[src/rtl/uart_pkg.sv]
// Shared UART definitions: FSM state encodings and default bit timing.
package uart_pkg;

    localparam int unsigned UART_CLKS_PER_BIT = 868;

    typedef logic [2:0] state_t;

    localparam state_t ST_IDLE      = 3'd0;
    localparam state_t ST_START     = 3'd1;
    localparam state_t ST_DATA      = 3'd2;
    localparam state_t ST_STOP      = 3'd3;
    localparam state_t ST_WAIT_HIGH = 3'd4;

endpackage

[src/rtl/sync_2ff.sv]
// Two-flop synchronizer for a single bit; both flops reset to RESET_VAL.
module sync_2ff #(
    parameter logic RESET_VAL = 1'b0
) (
    input  logic clk,
    input  logic reset,
    input  logic i_d,
    output logic o_q
);
    logic r_meta;
    logic r_q;

    always_ff @(posedge clk) begin
        if (reset) begin
            r_meta <= RESET_VAL;
            r_q    <= RESET_VAL;
        end else begin
            r_meta <= i_d;
            r_q    <= r_meta;
        end
    end

    assign o_q = r_q;
endmodule

[src/rtl/uart_rx.sv]
// UART 8N1 receiver sampling mid-bit; define UART_RX_SYNC_EN to add a 2-flop input
// synchronizer (2 extra cycles on every sample and on the output).
module uart_rx
    import uart_pkg::*;
#(
    parameter int unsigned CLKS_PER_BIT = UART_CLKS_PER_BIT
) (
    input  logic       clk,
    input  logic       reset,
    input  logic       rx_i,
    output logic [7:0] d_o,
    output logic       valid_o,
    output logic       frame_err_o,
    output logic       busy_o
);
    localparam int unsigned   TW   = $clog2(CLKS_PER_BIT + 1);
    localparam logic [TW-1:0] HALF = TW'(CLKS_PER_BIT / 2);
    localparam logic [TW-1:0] FULL = TW'(CLKS_PER_BIT);

    logic          w_rx_s;
    state_t        r_state;
    logic [TW-1:0] r_timer;
    logic [2:0]    r_bit;
    logic [7:0]    r_shift;
    logic          r_armed;
    logic          w_tick;

`ifdef UART_RX_SYNC_EN
    sync_2ff #(.RESET_VAL(1'b1)) u_sync (
        .clk   (clk),
        .reset (reset),
        .i_d   (rx_i),
        .o_q   (w_rx_s)
    );
`else
    assign w_rx_s = rx_i;
`endif

    // Timer holds the cycles left in the current interval, so the sample lands as it reaches 0.
    assign w_tick = (r_timer <= TW'(1));
    assign busy_o = (r_state != ST_IDLE);

    always_ff @(posedge clk) begin
        if (reset) begin
            r_state     <= ST_IDLE;
            r_timer     <= '0;
            r_bit       <= '0;
            r_shift     <= '0;
            r_armed     <= 1'b0;
            d_o         <= '0;
            valid_o     <= 1'b0;
            frame_err_o <= 1'b0;
        end else begin
            valid_o     <= 1'b0;
            frame_err_o <= 1'b0;
            case (r_state)
                ST_IDLE: begin
                    // A start needs a high line seen first, so a line held low through reset is ignored.
                    if (!w_rx_s && r_armed) begin
                        r_state <= ST_START;
                        r_timer <= HALF;
                        r_bit   <= '0;
                    end else if (w_rx_s) begin
                        r_armed <= 1'b1;
                    end
                end
                ST_START: begin
                    if (w_tick) begin
                        r_state <= w_rx_s ? ST_IDLE : ST_DATA;
                        r_timer <= w_rx_s ? '0 : FULL;
                    end else begin
                        r_timer <= r_timer - TW'(1);
                    end
                end
                ST_DATA: begin
                    if (w_tick) begin
                        r_shift[r_bit] <= w_rx_s;
                        r_timer        <= FULL;
                        if (r_bit == 3'd7) begin
                            r_state <= ST_STOP;
                        end else begin
                            r_bit <= r_bit + 3'd1;
                        end
                    end else begin
                        r_timer <= r_timer - TW'(1);
                    end
                end
                ST_STOP: begin
                    if (w_tick) begin
                        r_timer <= '0;
                        if (w_rx_s) begin
                            d_o     <= r_shift;
                            valid_o <= 1'b1;
                            r_state <= ST_IDLE;
                        end else begin
                            frame_err_o <= 1'b1;
                            r_state     <= ST_WAIT_HIGH;
                        end
                    end else begin
                        r_timer <= r_timer - TW'(1);
                    end
                end
                ST_WAIT_HIGH: begin
                    if (w_rx_s) begin
                        r_state <= ST_IDLE;
                    end
                end
                default: r_state <= ST_IDLE;
            endcase
        end
    end
endmodule
[config.mk]
export PLATFORM = sky130hd
export DESIGN_NAME = uart_rx
export DESIGN_NICKNAME = d
export VERILOG_FILES = /design/src/rtl/uart_pkg.sv /design/src/rtl/sync_2ff.sv /design/src/rtl/uart_rx.sv
export SDC_FILE = /design/constraint.sdc
export NUM_CORES = 1
export LEC_CHECK = 0
export CORE_MARGIN = 2
export CORE_UTILIZATION = 45
export DETAILED_ROUTE_END_ITERATION = 8
export SYNTH_ARGS = -nofsm -noshare
export SYNTH_HDL_FRONTEND = slang
export SYNTH_SLANG_ARGS = --single-unit
[constraint.sdc]
create_clock -name clk -period 3.2 [get_ports clk]
set_clock_uncertainty 0.05 [all_clocks]
set_input_delay 0.64 -clock clk [delete_from_list [all_inputs] [get_ports clk]]
set_output_delay 0.64 -clock clk [all_outputs]
set_load 0.05 [all_outputs]
==> metrics.cfg <==
[place]
routabilityCongestion = 0.849
hpwl_mm = 2.99
port-buffer-count = 13

[layout]
seqCellArea_um2 = 701
most-common-layout-cells = dfxtp_1, a21oi_1, nand4_1
n_antenna_cell = 0
drive_above_1_share_pct = 9.29
area.growth.synth_to_final_pct = 14.9
fin_nets = 232
fillerInstances = 390
multi_input_area_um2 = 1030
layout_commonest_cell = dfxtp_1

[logic_synthesis]
synth.distinct_cells = 50
ys_seq_area_share_pct = 38.2
async_reset_ff_share_pct = 0
synth_edf_count = 0
synthFlopType = dfxtp_1
syn_nets = 222
synth_warnings = 0
synth.ff_latch_count = 35
synthCells = 215
synth_area_per_cell_um2 = 8.53
synth.cell_area_um2 = 1830

[timing]
hold_viol_final = 0
rsz0062_at_grt = no
tns_ns = 0
fmax_mhz = 388
fin_crit_sh_pct = 80.5
relSlewSlack_pct = 58.4
tightest_slew_ns = 0.621
slew_violations = 0
layout_min_cycle_time_ns = 2.57
finalSetupViolations = 0

[critical_path]
cpPeakStageDelay_ns = 0.79
r2r-start = r_timer[4]
r2r_end = r_state[0]
worstSetupPathType = register to output pin
critical_path_required_ns = 2.51
crit_chain = nor3_1 -> inv_1 -> clkdlybuf4s50_1
worst-path-buf-inv = 2
critical-path-slowest-cell = clkdlybuf4s50_1
end_kind = output pin
cp_top_family = buffers and inverters
start_kind = register
crit_arrival_ns = 1.88
worstPathMaxFanout = 12
r2r_cells = 4
r2r_setup_slack_ns = 1.04

[floorplanning]
coreArea_um2 = 3970
core.rowCount = 23
die_x_um = 67.8
dieArea_um2 = 4600
ios = 14
die_h_um = 67.8
start_util_pct = 46.2

[global_route]
grt_pass1_vias = 1386
grt_util_met3_pct = 5.92
busiest_layer = met1
antenna_found_initial = 0
grt_use_total_pct = 20.5
grt_start_max_net_pins = 26
gr-total-overflow = 0
use_met1_pct = 30.1
grt_pass1_wl_mm = 7.00
gr-usage-met2_pct = 29.4

[cts]
path_clk_slew_ns = 0.07
post_cts_buffers = 0
htree_levels = 2
ctsHoldBuffers = 0
clockRootBuffer = clkbuf_8
cts.sinks = 35
numCtsBuffers = 5
clock_latency_ns = 0.29
tritoncts = built
cts_resized = 0
clockBufferDepth = 2

[power]
peakVddDrop_mv = 0.347
powerDensity_nw_per_um2 = 560
p_leak_nw = 0.723
p_total_w = 0.00118

[hold_path]
hold_class = register to register
min_path_cells = 2
min_from = d_o[2]
worst_hold_path.endpoint = d_o[2]

[run_status]
outcome = complete, no violations

[detailed_routing]
drt_wl_total_mm = 4.40
vias = 1668
drc = 0
via_per_inst = 6.04
wl_per_cell_um = 15.9
drtIter0Drc = 113
drt.antenna.violating_nets = 0
drt_pass1_iterations = 4

[job]
max_cap_violations = 0

==> cell usage after synthesis, types with 2 or more instances <==
library cell	count	area (µm²)
nor2_1	12	45.0
dfxtp_1	35	701
o21bai_1	2	15.0
nor3_1	7	35.0
a211oi_1	4	30.0
a31oi_1	2	12.5
o41ai_1	4	35.0
or3_1	4	25.0
ha_1	4	50.1
o21ai_0	12	60.1
o31ai_1	5	37.5
o211ai_1	3	22.5
inv_1	9	33.8
o221ai_1	3	26.3
clkbuf_1	9	33.8
a21oi_1	25	125
a21o_1	2	15.0
buf_2	2	10.0
o21ba_2	2	20.0
nand4_1	18	113
nand2_1	9	33.8
mux2i_1	4	40.0
nor2b_1	5	31.3
nand2b_1	7	43.8
==> cell type report <==
type                            instances  share of cell area, %
Clock inverter                          2                   1.66
Inverter                                9                   1.60
Timing Repair Buffer                   17                   7.60
Clock buffer                            6                   3.92
Multi-Input combinational cell        157                   49.0
Tap cell                               50                   2.97
Sequential cell                        35                   33.3
==> sequential cells by signal, indices dropped and copies added (netlist names) <==
| name | flops |
|---|---|
| d_o | 8 |
| r_armed | 1 |
| r_timer | 10 |
| valid_o | 1 |
| frame_err_o | 1 |
| r_shift | 8 |
| r_state | 3 |
| r_bit | 3 |
==> tightest hold or removal path: cells and delay by family (launching register included) <==
family	cells	cell delay [ns]
compound gates	2	0.12
flops	1	0.31
==> how the worst max path moves through the flow <==
stage | endpoint | start | cells after the start
floorplan | r_timer[5] | r_timer[0] | 7
global placement | d_o[0] | rx_i | 5
detailed placement | d_o[0] | rx_i | 5
CTS | busy_o | r_state[2] | 3
global route | busy_o | r_state[2] | 3
finish | busy_o | r_state[1] | 3
==> stage by stage <==
step | area, µm² | worst slack, ns | util [%] | instances | hold WS (ns)
2_1_floorplan | 1830 | 1.29 | - | 215 | 0.389
3_3_place_gp | 1990 | 0.913 | 50.1 | 268 | 0.399
3_5_place_dp | 1990 | 0.848 | 50.1 | 268 | 0.419
4_1_cts | 2110 | 0.630 | 53.1 | 276 | 0.427
5_1_grt | 2110 | 0.555 | 53.1 | 276 | 0.451
6_report | 2110 | 0.625 | 53.1 | 276 | 0.425
==> where the power goes <==
group	switching [W]	internal, W
registers	0.0000346	0.000458
clock network	0.000165	0.000252
logic	0.000169	0.000101
==> cells by family (layout without fill, tap and decap cells) <==
kind of cell    Yosys count  count (layout)  synth area share [%]
buf+inv                  23              34                  5.46
simple gates             76              76                  25.2
compound gates           73              73                  26.2
flops                    35              35                  38.2
mux                       4               4                  2.18
fa+ha+maj                 4               4                  2.73
==> metal layers <==
layer	part of all wire [%]	up-vias	routed length (µm)
met3	4.6	4	201
li1	-	837	-
met1	51	786	2260
met5	0	-	0
met4	0.61	0	27
met2	43	41	1910
Power figures use the tool's default switching activity.
